===== src/rtl/keypad_emulator_if.sv =====
// Key request channel between the demo/self-test controller and the keypad emulator.
// Latency: none (wires only). Backpressure: key_ready gates key_valid transfers.
// The master drives key requests and cancel; the slave returns ready/busy/done status.
interface keypad_emulator_if;
    logic [3:0] key_code;
    logic       key_valid;
    logic       key_ready;
    logic       cancel;
    logic       busy;
    logic       done;

    modport master (
        output key_code, key_valid, cancel,
        input  key_ready, busy, done
    );

    modport slave (
        input  key_code, key_valid, cancel,
        output key_ready, busy, done
    );
endinterface


===== src/rtl/keypad_emulator.sv =====
// Presses a requested key on the 4x4 matrix (answers the row scan on the columns), holds it, then forces a release gap.
// Latency: PRESS from the cycle after transfer, keypadCol one cycle behind keypadRow. Backpressure: key_ready only in IDLE.
// Optional KEYPAD_EMU_BOUNCE_EN adds contact-bounce toggling at the start of PRESS and of GAP.
module keypad_emulator #(
    parameter int HOLD_CYCLES   = 25_000_000,
    parameter int GAP_CYCLES    = 5_000_000,
    parameter int BOUNCE_CYCLES = 500_000,
    parameter int BOUNCE_PERIOD = 50_000
) (
    input  logic                     clk,
    input  logic                     rst,
    keypad_emulator_if.slave         key_if,
    input  logic [3:0]               keypadRow,
    output logic [3:0]               keypadCol
);

    typedef enum logic [1:0] {
        ST_IDLE  = 2'd0,
        ST_PRESS = 2'd1,
        ST_GAP   = 2'd2
    } state_t;

    localparam int MAX_CYCLES = (HOLD_CYCLES > GAP_CYCLES) ? HOLD_CYCLES : GAP_CYCLES;
    localparam int CNT_W      = $clog2(MAX_CYCLES + 1);
    localparam logic [CNT_W-1:0] HOLD_LAST = CNT_W'(HOLD_CYCLES - 1);
    localparam logic [CNT_W-1:0] GAP_LAST  = CNT_W'(GAP_CYCLES - 1);

    // Reject parameter sets that would make a state shorter than its bounce window.
    if (HOLD_CYCLES < 2 || GAP_CYCLES < 2 || BOUNCE_PERIOD < 1 ||
        BOUNCE_CYCLES >= HOLD_CYCLES || BOUNCE_CYCLES >= GAP_CYCLES) begin : g_bad_params
        $error("keypad_emulator: invalid timing parameters");
    end

    state_t           state_q, state_d;
    logic [CNT_W-1:0] cnt_q, cnt_d;
    logic [3:0]       code_q, code_d;
    logic [3:0]       col_q, col_d;
    logic             ready_q, ready_d;
    logic             busy_q, busy_d;
    logic             done_q, done_d;
    logic             pressed;

`ifdef KEYPAD_EMU_BOUNCE_EN
    logic [31:0] elapsed;
    logic        in_window;
    logic        phase_odd;

    always_comb begin
        elapsed   = 32'(cnt_q);
        in_window = elapsed < 32'(BOUNCE_CYCLES);
        phase_odd = ((elapsed / 32'(BOUNCE_PERIOD)) & 32'd1) != 32'd0;
        pressed   = 1'b0;
        case (state_q)
            ST_PRESS: pressed = in_window ? !phase_odd : 1'b1;
            ST_GAP:   pressed = in_window &&  phase_odd;
            default:  pressed = 1'b0;
        endcase
    end
`else
    always_comb begin
        pressed = (state_q == ST_PRESS);
    end
`endif

    always_comb begin
        state_d = state_q;
        cnt_d   = cnt_q;
        code_d  = code_q;
        ready_d = ready_q;
        busy_d  = busy_q;
        done_d  = 1'b0;

        // Only the latched row is answered; other low row bits are ignored.
        if (pressed && !keypadRow[code_q[3:2]]) begin
            col_d = ~(4'b0001 << code_q[1:0]);
        end else begin
            col_d = 4'hF;
        end

        case (state_q)
            ST_IDLE: begin
                if (key_if.key_valid && ready_q) begin
                    state_d = ST_PRESS;
                    code_d  = key_if.key_code;
                    cnt_d   = '0;
                    ready_d = 1'b0;
                    busy_d  = 1'b1;
                end
            end
            ST_PRESS: begin
                if (key_if.cancel || cnt_q == HOLD_LAST) begin
                    state_d = ST_GAP;
                    cnt_d   = '0;
                end else begin
                    cnt_d = cnt_q + 1'b1;
                end
            end
            ST_GAP: begin
                if (cnt_q == GAP_LAST) begin
                    state_d = ST_IDLE;
                    cnt_d   = '0;
                    ready_d = 1'b1;
                    busy_d  = 1'b0;
                    done_d  = 1'b1;
                end else begin
                    cnt_d = cnt_q + 1'b1;
                end
            end
            default: begin
                state_d = ST_IDLE;
                cnt_d   = '0;
                ready_d = 1'b1;
                busy_d  = 1'b0;
            end
        endcase
    end

    always_ff @(posedge clk) begin
        if (rst) begin
            state_q <= ST_IDLE;
            cnt_q   <= '0;
            code_q  <= 4'h0;
            col_q   <= 4'hF;
            ready_q <= 1'b1;
            busy_q  <= 1'b0;
            done_q  <= 1'b0;
        end else begin
            state_q <= state_d;
            cnt_q   <= cnt_d;
            code_q  <= code_d;
            col_q   <= col_d;
            ready_q <= ready_d;
            busy_q  <= busy_d;
            done_q  <= done_d;
        end
    end

    assign keypadCol        = col_q;
    assign key_if.key_ready = ready_q;
    assign key_if.busy      = busy_q;
    assign key_if.done      = done_q;

endmodule

===== src/flat_wrapper.sv =====
// flat-port wrapper written by rule: the top's interface ports become plain ports
module keypad_emulator_flat 
#(
    parameter int HOLD_CYCLES   = 25_000_000,
    parameter int GAP_CYCLES    = 5_000_000,
    parameter int BOUNCE_CYCLES = 500_000,
    parameter int BOUNCE_PERIOD = 50_000
)
  (clk, rst, keypadRow, keypadCol, key_if_key_code, key_if_key_valid, key_if_cancel, key_if_key_ready, key_if_busy, key_if_done);
  keypad_emulator_if key_if_i ();
  input  logic clk;
  input  logic rst;
  input  logic [3:0] keypadRow;
  output logic [3:0] keypadCol;
  input wire logic [$bits(key_if_i.key_code)-1:0] key_if_key_code;
  input wire logic [$bits(key_if_i.key_valid)-1:0] key_if_key_valid;
  input wire logic [$bits(key_if_i.cancel)-1:0] key_if_cancel;
  output wire logic [$bits(key_if_i.key_ready)-1:0] key_if_key_ready;
  output wire logic [$bits(key_if_i.busy)-1:0] key_if_busy;
  output wire logic [$bits(key_if_i.done)-1:0] key_if_done;
  assign key_if_i.key_code = key_if_key_code;
  assign key_if_i.key_valid = key_if_key_valid;
  assign key_if_i.cancel = key_if_cancel;
  assign key_if_key_ready = key_if_i.key_ready;
  assign key_if_busy = key_if_i.busy;
  assign key_if_done = key_if_i.done;
  keypad_emulator #(.HOLD_CYCLES(HOLD_CYCLES), .GAP_CYCLES(GAP_CYCLES), .BOUNCE_CYCLES(BOUNCE_CYCLES), .BOUNCE_PERIOD(BOUNCE_PERIOD)) u_core (.clk(clk), .rst(rst), .key_if(key_if_i), .keypadRow(keypadRow), .keypadCol(keypadCol));
endmodule

===== config.mk =====
export PLATFORM = sky130hd
export DESIGN_NAME = keypad_emulator_flat
export DESIGN_NICKNAME = d
export VERILOG_FILES = /design/src/rtl/keypad_emulator_if.sv /design/src/rtl/keypad_emulator.sv /design/src/flat_wrapper.sv
export SDC_FILE = /design/constraint.sdc
export NUM_CORES = 1
export LEC_CHECK = 0
export CAP_MARGIN = 20
export CORE_MARGIN = 3
export CORE_UTILIZATION = 35
export CTS_BUF_LIST = sky130_fd_sc_hd__clkbuf_4
export CTS_CLUSTER_DIAMETER = 50
export DETAILED_ROUTE_END_ITERATION = 16
export GPL_ROUTABILITY_DRIVEN = 0
export SLEW_MARGIN = 10
export SYNTH_ARGS = -nofsm -noshare
export SYNTH_HDL_FRONTEND = slang
export SYNTH_SLANG_ARGS = --single-unit

===== constraint.sdc =====
create_clock -name clk -period 1.8 [get_ports clk]
set_clock_uncertainty 0.1 [all_clocks]
set_input_delay 0.45 -clock clk [delete_from_list [all_inputs] [get_ports clk]]
set_output_delay 0.45 -clock clk [all_outputs]
set_load 0.01 [all_outputs]

* Word-level counts from Yosys, hierarchy flattened
Index checks and enable logic that the tools add are counted.
Storage, ports and cells: register bits 38, latch bits 0, bits in writable memories 0, ROM bits 0, input bits 12, output and inout port bits 7, logic and storage cells 48, memories kept 0
Cells by class: $add $sub $neg 1, multipliers 0, div/mod/pow operators 0, order comparisons 1, eq/ne operators 7, shift-type cells 1, multiplexer cells 17, bitwise logic cells 4, reduce and logical (&&, ||, !) cells 10
Operators with widths (number):
- 25-bit two-way mux | 3
- 25-bit one-hot mux with 3 select lines | 1
- 25-bit by 1-bit adder with 25-bit output, second input constant | 1
- 25-bit by 23-bit equality test with 1-bit output, second input constant | 1
- 25-bit equality test, second input constant | 1
- 1-bit two-way mux | 6
- 2-bit two-way mux | 3
- 1-bit one-hot mux with 3 select lines | 2
- 2-bit one-hot mux with 3 select lines | 1
- 3-bit AND reduction | 2
- 2-bit by 1-bit != test with 1-bit output, second input constant | 2
- 4-bit inverter | 1
- 2-bit OR reduction | 2
- 1-bit by 2-bit left shift with 4-bit output, first input constant | 1
- 2-bit by 3-bit < comparator with 1-bit output, second input constant | 1
- 1-bit inverter | 3
- 1-bit binary-select mux with 2-bit select | 1
- 2-bit by 1-bit equality test with 1-bit output, second input constant | 1
- 2-bit equality test, second input constant | 1
- 1-bit logical AND | 2
- 2-bit zero test | 1
- 2-bit != test, second input constant | 1
- 2-bit AND reduction | 1
- 1-bit zero test | 1
- 1-bit logical OR | 1

* Depth between registers and ports, before layout
Gate-level depths: netlist (run 1).
depth in word-level cells 6, depth in mapped cells 9, depth with buffers taken out 7

* Least setup slack after synthesis (run 1)
No wires, ideal clock.
path kind register to register, from register u_core.cnt_q[0], to register u_core.cnt_q[19], arrival 1.869 ns, data required time 1.628 ns, setup slack -0.241 ns, cell stages (with the launch flop) 10, clock period less this slack 2.041 ns, cell sequence dfxtp_1 > ha_1 > nand3_1 > nor2_1 > a31o_2 > a211oi_2 > buf_6 > buf_2 > nand3_1 > mux2i_1
On the way: word-level cells in the longest chain between the ends 4, elaborated cells between the ends (all ways) 7
Ends and longest elaborated chain:
- start, declared | RTL line keypad_emulator.sv:35 | logic [CNT_W-1:0] cnt_q, cnt_d;
- start signal, assigned | RTL line keypad_emulator.sv:129 | cnt_q <= cnt_d;
- parallel branches: the longest is 3 deep, another holds 25-bit by 1-bit adder with 25-bit output
- 25-bit one-hot mux with 3 select lines (*) | RTL line keypad_emulator.sv:80 | case (state_q)
Every way passes the cells marked *. A chain may end at the register's enable or synchronous reset.

* Worst setup path in the final report (run 1)
from register u_core.cnt_q[24], to register u_core.cnt_q[15]
On the way: word-level cells in the longest chain between the ends 4, elaborated cells between the ends (all ways) 6
Ends and longest elaborated chain:
- 25-bit equality test | RTL line keypad_emulator.sv:91 | if (key_if.cancel || cnt_q == HOLD_LAST) begin
- 1-bit logical OR | RTL line keypad_emulator.sv:91
- 25-bit two-way mux | RTL line keypad_emulator.sv:91
- 25-bit one-hot mux with 3 select lines (*) | RTL line keypad_emulator.sv:80
Mark *: on every way between the ends. The rest lies on a longest branch, timed or not.

==> results of run 1 <==
-- placed cells by master, fill, tap and decap left out, types with 7 or more instances in the layout --
| cell | n |
|---|---|
| nand3_1 | 14 |
| nand2b_1 | 12 |
| a21oi_1 | 8 |
| nand2_1 | 21 |
| inv_1 | 7 |
| buf_4 | 61 |
| a31oi_1 | 10 |
| clkdlybuf4s50_1 | 12 |
| dfxtp_1 | 35 |
| a21oi_2 | 12 |
| mux2i_1 | 9 |
| nor2_1 | 16 |
-- sequential cells by signal, summed over array words and instances, names as in the netlist --
name	count
u_core.key_if.done	1
u_core.code_q	4
u_core.cnt_q	25
u_core.key_if.key_ready	1
u_core.key_if.busy	1
u_core.state_q	2
u_core.keypadCol	4
-- where the power goes --
part / internal (W) / switching [W]
registers: 0.000882 / 0.0000271
logic: 0.000343 / 0.000300
clock network: 0.000428 / 0.000297
total: 0.00165 / 0.000623
-- final timing paths --
kind | to | slack [ns] | cells after the start
worst max-delay path | u_core.cnt_q[15] | -0.26 | 8
worst min register to register | u_core.keypadCol[1] | 0.34 | 1
worst min-delay path | u_core.keypadCol[1] | 0.34 | 1
worst max register to register | u_core.cnt_q[15] | -0.26 | 8
-- metal layers --
metal,up-vias,part of all wire [%],GRT usage (%)
met1,884,46,20.4
met5,-,0,0
li1,987,-,-
met4,0,1.3,6.01
met3,6,5.3,3.39
met2,52,48,27.9
-- cells by family (layout without fill, tap and decap cells) --
logic type | Yosys count | count (layout) | synth area share [%]
and+or+nand+nor | 96 | 96 | 26.2
AOI/OAI and AO/OA | 58 | 58 | 19.9
DFF | 38 | 38 | 40.1
buffers and inverters | 16 | 101 | 4.42
muxes | 10 | 10 | 5.34
adders and majority gates | 4 | 4 | 2.64
xor gates and xnor gates | 3 | 3 | 1.38
-- timing repair --
item                       4_1_cts  5_1_grt
pin swaps                        8        4
setup endpoints to repair       30       34
hold endpoints to repair         0        0
buffers inserted                 3        5
resized for setup               20       17
-- layout make-up --
cell class,instances,area [um^2],area share (%)
Clock buffer,5,37.5,1.30
Clock inverter,3,63.8,2.21
Timing Repair Buffer,86,746,25.8
Tap cell,70,87.6,3.03
Inverter,7,26.3,0.909
Sequential cell,38,767,26.5
Multi-Input combinational cell,171,1160,40.2
-- critical path: stages (launching register included) --
cell and delay, ns:
dfxtp_2 0.34, or4b_4 0.55, nor3_4 0.16, a41o_2 0.24, a211oi_4 0.08, buf_6 0.15, buf_4 0.14, a21oi_1 0.15
a21oi_2 0.05
-- stage by stage --
step	TNS, ns	utilization, %	instances	setup slack [ns]	instance area, um^2
5_1_grt	-6.73	55.9	380	-0.305	2890
2_1_floorplan	-3.19	-	225	-0.182	1940
3_5_place_dp	-10.45	50.9	365	-0.440	2630
3_3_place_gp	-10.10	50.9	365	-0.400	2630
4_1_cts	-6.09	54.4	376	-0.309	2810
6_report	-5.00	55.9	380	-0.264	2890
==> results.md, run 1 <==
- Setup CP Type: flip-flop to flip-flop
- DRC Markers: 0
- Critical Path AT: 2.21 ns
- Total Wirelength: approximately 4.8 mm
- Slew Viols, Final: 0
- Syn nets: 241
- Critical Path RT: 1.94 ns
- Clock-pin slew on the worst setup and hold paths: 0.12 ns
- Total power: 0.00228 W
- Routed wire length per instance: 12.6 um
- CP startpoint kind: flip-flop
- Fin worst setup slack: -0.264 ns
- Final #Nets: 325
- Die H: 79.6 um
- R2R Path Start: u_core.cnt_q[24]
- Initial Utilization: 36.7%
- Die W: about 80 um
- Worst slew margin: 64.2%
- Least-Margin Pin Slew: 0.537 ns
- Worst VDD drop: between 0.5 and 0.6 mV
- Top cell type's share of synthesized area: 40.1%
- Syn-to-layout area delta: 52.3%
- Flip-flop and latch count after synthesis: 38
- Crit path from: u_core.cnt_q[24]
- Hold Crit Start: u_core.code_q[0]
- GRT overflow: 0
- Core area: 5170 um^2
- Row count: 26
- Top Ports: 19
- Share of post-route cells with drive strength above 1: 34.5%
- Max Cap Viol: 0
- Largest net degree at the start of global routing: 16
- Clock Latency Late Sink: 0.35 ns
- FILL cells: roughly 450
- Synth Warn #: 0
- Commonest cells in the netlist: dfxtp_1 (38), nand2_1 (22), a21oi_1 (21)
- Seq/Total Area, Yosys: 40.1%
- Top cell type by total area after synthesis: dfxtp_1
- DR vias/cell: 5.08
- Synth top area cells: dfxtp_1 (40%), a21oi_1 (5.5%), mux2i_1 (4.7%), nand2_1 (4.4%), nand2b_1 (4.0%)
- First-pass GRT wire length: approximately 8.3 mm
- Port Buf Inserts: 18
- RSZ-0062 raised after global routing: yes
- Fmax: 484 MHz
- CTS Hold Bufs: 0
- Crit-path max FO: 9
- Worst setup EP type: flip-flop
- Root buffer cell: clkbuf_4
- Count of cell types in the netlist: 45
- Via count: around 1,900
- Detailed router's first-iteration violation count: about 130
- Type of the worst min-delay path: flip-flop to flip-flop
- Die area: 6340 um^2
- Setup Viol. Count Final: 29
- Leak Pwr: 1.19 nW
- Antenna-violating nets left: 0
- Antenna violations before repair: 0
- Most common cell in the netlist: dfxtp_1
- H-Tree Depth: 2
- TritonCTS clock tree: built
- Crit share post-route: 115%
- Asr flop ratio synth: 0%
- PD cells: 788 nW/um^2
- GRT Util Overall: about 16%
- Post-synth EDFFs: 0
- Num CTS Buffers: 5
- Mapped Cells: 225
- Vias in the first global route: 1,886
- Hold Vio Cnt, Final: 0
- Clock Tree Buf Depth: 2
- Top_reg_cell synth: dfxtp_1
- Min Tclk post-route: 2.06 ns
- Syn avg cell area: 8.44 um^2
- DP HPWL: 3.51 mm
- Hold slack: 0.338 ns
- Clock Sinks: 38
- Drt pass-1 iters: 4
- Failing checks: setup timing
- Status: finished with violations
- Synthesized cell area: between 1500 and 2000 um^2
- Diodes inserted: 0
Note: power is estimated with default switching activity, not from simulation.
==> run 2: changes to the inputs <==
--- a/config.mk
+++ b/config.mk
@@ -6,12 +6,13 @@
 export NUM_CORES = 1
 export LEC_CHECK = 0
 export CAP_MARGIN = 20
+export CORE_ASPECT_RATIO = 0.8
 export CORE_MARGIN = 3
 export CORE_UTILIZATION = 35
 export CTS_BUF_LIST = sky130_fd_sc_hd__clkbuf_4
-export CTS_CLUSTER_DIAMETER = 50
 export DETAILED_ROUTE_END_ITERATION = 16
 export GPL_ROUTABILITY_DRIVEN = 0
+export PLACE_DENSITY_LB_ADDON = 0.12
 export SLEW_MARGIN = 10
 export SYNTH_ARGS = -nofsm -noshare
 export SYNTH_HDL_FRONTEND = slang
==> run 2 against run 1 <==
Against the previous run: the run still ends with setup timing left; design area increased by 2.8%; final cell count grew 2.1%; setup slack got worse by 0.069 ns; critical path type unchanged; largest power group unchanged.
==> results.md, run 2 (synthesized netlist as in run 1, its figures left out) <==
- Final std cell area, no fill: 2970 um^2 (was 2890 um^2)
- Top sig layer: met4 (unchanged)
- Setup Viol. Count Final: 30 (was 29)
- Most common cell after layout, fill and taps aside: buf_4 (unchanged)
- Slew Viols, Final: 0 (unchanged)
- Largest net degree at the start of global routing: 21 (was 16)
- WL met2: 2.17 mm (was 2.28 mm)
- DR WL met3: 145 um (was 251 um)
- Hold Vio Cnt, Final: 0 (unchanged)
- Leak Pwr: 1.22 nW (was 1.19 nW)
- Setup TNS: -6.33 ns (was -5.00 ns)
- TritonCTS clock tree: built (unchanged)
- Least-Margin Pin Slew: 0.619 ns (was 0.537 ns)
- Die area: 6350 um^2 (was 6340 um^2)
- Port Buf Inserts: 18 (unchanged)
- Crit path buf inv count: 2 (unchanged)
- PD cells: 676 nW/um^2 (was 788 nW/um^2)
- CTS Hold Bufs: 0 (unchanged)
- Antenna-violating nets left: 0 (unchanged)
- Worst slew margin: 58.6% (was 64.2%)
- Fmax: 469 MHz (was 484 MHz)
- Critical Path RT: 1.96 ns (was 1.94 ns)
- Worst VDD drop: 0.382 mV (was 0.553 mV)
- Top Ports: 19 (unchanged)
- DP HPWL: 3.81 mm (was 3.51 mm)
- First-pass GRT wire length: 8.35 mm (was 8.29 mm)
- Num CTS Buffers: 5 (unchanged)
- Most flops, register: u_core.cnt_q (unchanged)
- Final #Nets: 341 (was 325)
- Syn-to-layout area delta: 56.6% (was 52.3%)
- Share of total power in sequential cells: 45.8% (was 39.9%)
- Slowest Stage Delay on Critical Path: 0.56 ns (was 0.55 ns)
- CP startpoint kind: flip-flop (unchanged)
- Max reg flops: 25 (unchanged)
- Core area: 5120 um^2 (was 5170 um^2)
- P_int: 0.00138 W (was 0.00165 W)
- Row count: 23 (was 26)
- Sw Share: 31.4% (was 27.4%)
- Critical Path AT: 2.29 ns (was 2.21 ns)
- Type of the worst min-delay path: flip-flop to flip-flop (unchanged)
- Clk network pwr share: 22.3% (was 31.8%)
- Clock Tree Buf Depth: 2 (unchanged)
- Cells along the critical path: or4b_4, nor3_4, a41o_2, a211oi_4, buf_6, buf_12, a21o_1, a22o_1 (was or4b_4, nor3_4, a41o_2, a211oi_4, buf_6, buf_4, a21oi_1, a21oi_2)
- Antenna violations before repair: 0 (unchanged)
- Root buffer cell: clkbuf_4 (unchanged)
- Detailed router's first-iteration violation count: 88 (was 127)
- CP top delay family: simple AND/OR/NAND/NOR gates (unchanged)
- Via count: 1,995 (was 1,929)
- Crit-path max FO: 6 (was 9)
- Commonest cells after routing, fill and taps aside: buf_4 (76), dfxtp_1 (33), nand2_1 (21) (was buf_4 (61), dfxtp_1 (35), nand2_1 (21))
- Worst setup EP type: flip-flop (unchanged)
- Switching power of the nets: 0.000631 W (was 0.000623 W)
- Vias in the first global route: 1,750 (was 1,886)
- Placed Area: 2720 um^2 (was 2630 um^2)
- Initial Utilization: 37.1% (was 36.7%)
- Share of post-route cells with drive strength above 1: 39.3% (was 34.5%)
- Placed insts: 370 (was 365)
- DR vias/cell: 5.14 (was 5.08)
- Final std cells w/o fill: 388 (was 380)
- Diodes inserted: 0 (unchanged)
- RSZ-0062 raised after global routing: yes (unchanged)
- Max Cap Viol: 0 (unchanged)
- Hold slack: 0.359 ns (was 0.338 ns)
- Fin worst setup slack: -0.333 ns (was -0.264 ns)
- Crit share post-route: 118% (was 115%)
- CP max stage cell: or4b_4 (unchanged)
- Routed wire length per instance: 14.0 um (was 12.6 um)
- DRC Markers: 0 (unchanged)
- GRT Util Overall: 17.0% (was 16.4%)
- Pre-CTS WS: -0.431 ns (was -0.440 ns)
- H-Tree Depth: 2 (unchanged)
- Drt pass-1 iters: 4 (unchanged)
- Setup CP Type: flip-flop to flip-flop (unchanged)
- Clock Latency Late Sink: 0.36 ns (was 0.35 ns)
- Total Wirelength: 5.42 mm (was 4.78 mm)
- Die H: 71.9 um (was 79.6 um)
- Clock Sinks: 38 (unchanged)
- Die W: 88.3 um (was 79.6 um)
- GRT overflow: 0 (unchanged)
- Min Tclk post-route: 2.13 ns (was 2.06 ns)
- Clock-pin slew on the worst setup and hold paths: 0.13 ns (was 0.12 ns)
- Comb pwr share: 31.9% (was 28.2%)
- WL met1: 3.04 mm (was 2.18 mm)
- Status: finished with violations (unchanged)
- Failing checks: setup timing (unchanged)
## run 2: cell count changes in the layout (fill, tap and decap cells not counted), sizes merged
| cell | previous run | this run |
|---|---|---|
| buf | 68 | 84 |
| bufinv | 2 | 0 |
| clkdlybuf4s50 | 12 | 14 |
| dlymetal6s2s | 5 | 3 |
| clkinv | 1 | 2 |
| clkinvlp | 0 | 1 |
## run 2: what timing repair did
action                                  CTS  global route
endpoints found under the setup margin   30            33
gates resized for setup                  15            26
endpoints found under the hold margin     0             0
cloned                                    0             2
buffers inserted                          9             3
pin swaps                                12            12
## run 2: worst paths after layout
check | end | cells after the start | start | slack [ns]
worst max register to register | u_core.cnt_q[11] | 8 | u_core.cnt_q[24] | -0.33
worst min-delay path | u_core.keypadCol[1] | 1 | u_core.code_q[0] | 0.36
worst max-delay path | u_core.cnt_q[11] | 8 | u_core.cnt_q[24] | -0.33
worst min register to register | u_core.keypadCol[1] | 1 | u_core.code_q[0] | 0.36
## run 2: layer usage
layer | GRT usage [%] | vias up
met5 | 0 | -
met4 | 5.87 | 0
met3 | 3.68 | 10
met2 | 22.2 | 23
met1 | 27.0 | 941
li1 | - | 1021
## run 2: power groups by stage
| stage | sequential [W] | combinational [W] | clock [W] |
|---|---|---|---|
| floorplan | 0.000938 | 0.000292 | 0 |
| global placement | 0.000935 | 0.000596 | 0 |
| detailed placement | 0.000937 | 0.000602 | 0 |
| CTS | 0.000919 | 0.000620 | 0.000463 |
| global route | 0.000927 | 0.000704 | 0.000498 |
| finish | 0.000920 | 0.000642 | 0.000448 |
## run 2: area by class of cell
type	count	area, um^2
fillers	463	2150
multi-input cells	171	1180
repair buffers	102	868
flip-flops and latches	38	767
well taps	62	77.6
clock buffers	5	37.5
inverters	7	26.3
clock inverters	3	16.3
## run 2: metrics by stage
step	total power, W	util (%)
after floorplan	0.00123	-
after global placement	0.00153	53.1
after detailed placement	0.00154	53.1
after CTS	0.00200	56.0
after global routing	0.00213	58.0
final	0.00201	58.0
==> run 3: changes to the inputs <==
--- a/config.mk
+++ b/config.mk
@@ -5,8 +5,7 @@
 export SDC_FILE = /design/constraint.sdc
 export NUM_CORES = 1
 export LEC_CHECK = 0
-export CAP_MARGIN = 20
-export CORE_ASPECT_RATIO = 0.8
+export CORE_ASPECT_RATIO = 1.1
 export CORE_MARGIN = 3
 export CORE_UTILIZATION = 35
 export CTS_BUF_LIST = sky130_fd_sc_hd__clkbuf_4
==> run 3 against run 2 <==
Against the previous run: the flow still finishes with violations (setup timing); clock power up 37%; critical endpoint unchanged; non-clock buffer count down 8; total power up 8.6%.
==> results.md, run 3 (synthesized netlist as in run 1, its figures left out) <==
- Status: finished with violations (unchanged)
- Failing checks: setup timing (unchanged)
- Fmax: 465 MHz (was 469 MHz)
- Die H: 83.2 um (was 71.9 um)
- Setup TNS: -6.52 ns (was -6.33 ns)
- Clock-pin slew on the worst setup and hold paths: 0.14 ns (was 0.13 ns)
- First-pass GRT wire length: 8.71 mm (was 8.35 mm)
- Share of total power in sequential cells: 41.8% (was 45.8%)
- DRC Markers: 0 (unchanged)
- Final std cells w/o fill: 390 (was 388)
- Slowest Stage Delay on Critical Path: 0.54 ns (was 0.56 ns)
- Min Tclk post-route: 2.15 ns (was 2.13 ns)
- Die area: 6340 um^2 (was 6350 um^2)
- CP top delay family: simple AND/OR/NAND/NOR gates (unchanged)
- Most flops, register: u_core.cnt_q (unchanged)
- Clk network pwr share: 28.1% (was 22.3%)
- Clock Latency Late Sink: 0.36 ns (about the same)
- Sw Share: 30.0% (was 31.4%)
- Drt pass-1 iters: 4 (unchanged)
- DP HPWL: 3.63 mm (was 3.81 mm)
- Diodes inserted: 0 (unchanged)
- Core area: 5130 um^2 (was 5120 um^2)
- Setup CP Type: flip-flop to flip-flop (unchanged)
- Most common cell after layout, fill and taps aside: buf_4 (unchanged)
- WL met1: 2.33 mm (was 3.04 mm)
- Critical Path AT: 2.31 ns (was 2.29 ns)
- CP max stage cell: or4b_4 (unchanged)
- GRT overflow: 0 (unchanged)
- GRT Util Overall: 16.7% (was 17.0%)
- Initial Utilization: 37.0% (was 37.1%)
- Largest net degree at the start of global routing: 14 (was 21)
- Max Cap Viol: 0 (unchanged)
- Commonest cells after routing, fill and taps aside: buf_4 (70), dfxtp_1 (34), nand2_1 (20) (was buf_4 (76), dfxtp_1 (33), nand2_1 (21))
- Clock Sinks: 38 (unchanged)
- Switching power of the nets: 0.000655 W (was 0.000631 W)
- Total Wirelength: 5.03 mm (was 5.42 mm)
- Vias in the first global route: 1,935 (was 1,750)
- Antenna-violating nets left: 0 (unchanged)
- H-Tree Depth: 2 (unchanged)
- PD cells: 727 nW/um^2 (was 676 nW/um^2)
- Leak Pwr: 1.21 nW (was 1.22 nW)
- Crit share post-route: 119% (was 118%)
- Root buffer cell: clkbuf_4 (unchanged)
- Top sig layer: met4 (unchanged)
- Share of post-route cells with drive strength above 1: 39.3% (about the same)
- Row count: 27 (was 23)
- Setup Viol. Count Final: 29 (was 30)
- Detailed router's first-iteration violation count: 87 (was 88)
- Slew Viols, Final: 0 (unchanged)
- Syn-to-layout area delta: 58.3% (was 56.6%)
- Clock Tree Buf Depth: 2 (unchanged)
- RSZ-0062 raised after global routing: yes (unchanged)
- DR vias/cell: 4.97 (was 5.14)
- Fin worst setup slack: -0.349 ns (was -0.333 ns)
- Placed insts: 374 (was 370)
- Least-Margin Pin Slew: 0.767 ns (was 0.619 ns)
- Via count: 1,940 (was 1,995)
- Critical Path RT: 1.96 ns (about the same)
- DR WL met3: 141 um (was 145 um)
- Routed wire length per instance: 12.9 um (was 14.0 um)
- Die W: 76.2 um (was 88.3 um)
- Worst slew margin: 48.7% (was 58.6%)
- Num CTS Buffers: 5 (unchanged)
- Hold Vio Cnt, Final: 0 (unchanged)
- Antenna violations before repair: 0 (unchanged)
- P_int: 0.00153 W (was 0.00138 W)
- Cells along the critical path: or4b_4, nor3_4, a41o_2, a211oi_4, buf_12, buf_12, a21o_1, a22o_1 (was or4b_4, nor3_4, a41o_2, a211oi_4, buf_6, buf_12, a21o_1, a22o_1)
- TritonCTS clock tree: built (unchanged)
- Worst setup EP type: flip-flop (unchanged)
- Crit-path max FO: 6 (unchanged)
- Final #Nets: 333 (was 341)
- Port Buf Inserts: 18 (unchanged)
- Worst VDD drop: 0.458 mV (was 0.382 mV)
- Type of the worst min-delay path: flip-flop to flip-flop (unchanged)
- WL met2: 2.48 mm (was 2.17 mm)
- Top Ports: 19 (unchanged)
- CP startpoint kind: flip-flop (unchanged)
- Critical Path Most Common Cell: buf_12
- Max reg flops: 25 (unchanged)
- Crit path buf inv count: 2 (unchanged)
- Comb pwr share: 30.1% (was 31.9%)
[run 3: cell types whose count changed in the layout (fill, tap and decap cells not counted), sizes merged]
| cell | delta |
|---|---|
| dlymetal6s2s | +2 |
| dlygate4sd2 | +1 |
| bufinv | +1 |
| clkinvlp | +1 |
| clkinv | -2 |
| buf | -8 |
| clkdlybuf4s50 | -3 |
[run 3: area by class of cell]
cell class / count / area, um^2
fillers: 493 / 2130
clock buffers: 5 / 37.5
clock inverters: 3 / 45.0
inverters: 7 / 26.3
multi-input cells: 171 / 1220
well taps: 72 / 90.1
repair buffers: 94 / 818
flip-flops and latches: 38 / 766
[run 3: per-stage QoR]
stage	utilization, %	power (W)	instance area, um^2	hold slack (ns)	setup WS, ns
after floorplan	-	0.00123	1940	0.286	-0.182
after global placement	52.6	0.00152	2700	0.307	-0.487
after detailed placement	52.6	0.00152	2700	0.306	-0.471
after CTS	56.6	0.00220	2910	0.338	-0.395
after global routing	58.5	0.00231	3000	0.369	-0.395
final	58.5	0.00218	3000	0.339	-0.349
[run 3: path summary, 6_finish.rpt]
kind                          from                  end  slack, ns  cells after the start
setup / recovery  u_core.cnt_q[24]     u_core.cnt_q[11]      -0.35                      8
hold / removal    u_core.code_q[0]  u_core.keypadCol[1]       0.34                      1
setup reg to reg  u_core.cnt_q[24]     u_core.cnt_q[11]      -0.35                      8
hold reg to reg   u_core.code_q[0]  u_core.keypadCol[1]       0.34                      1
[run 3: metal layers]
metal / global-route usage (%) / vias to the layer above
met4: 4.45 / 0
met1: 21.2 / 900
met3: 4.01 / 7
li1: - / 1003
met5: 0 / -
met2: 28.3 / 30
[run 3: power groups by stage]
stage	sequential [W]	combinational, W	clock (W)
after floorplan	0.000938	0.000292	0
after global placement	0.000930	0.000589	0
after detailed placement	0.000930	0.000589	0
after CTS	0.000912	0.000651	0.000634
after global routing	0.000918	0.000728	0.000661
final	0.000912	0.000657	0.000614
[run 3: worst reg2reg max path, delay by kind of cell, from the launching register on]
family          cells  cell delay [ns]
simple gates        2             0.70
compound gates      4             0.64
flops               1             0.34
buf+inv             2             0.28
[run 3: what timing repair did]
item,CTS,global route
setup endpoints to repair,31,34
pin swaps,15,11
gates resized for setup,23,29
setup buffers,7,2
hold buffers,0,0
gates cloned,1,0
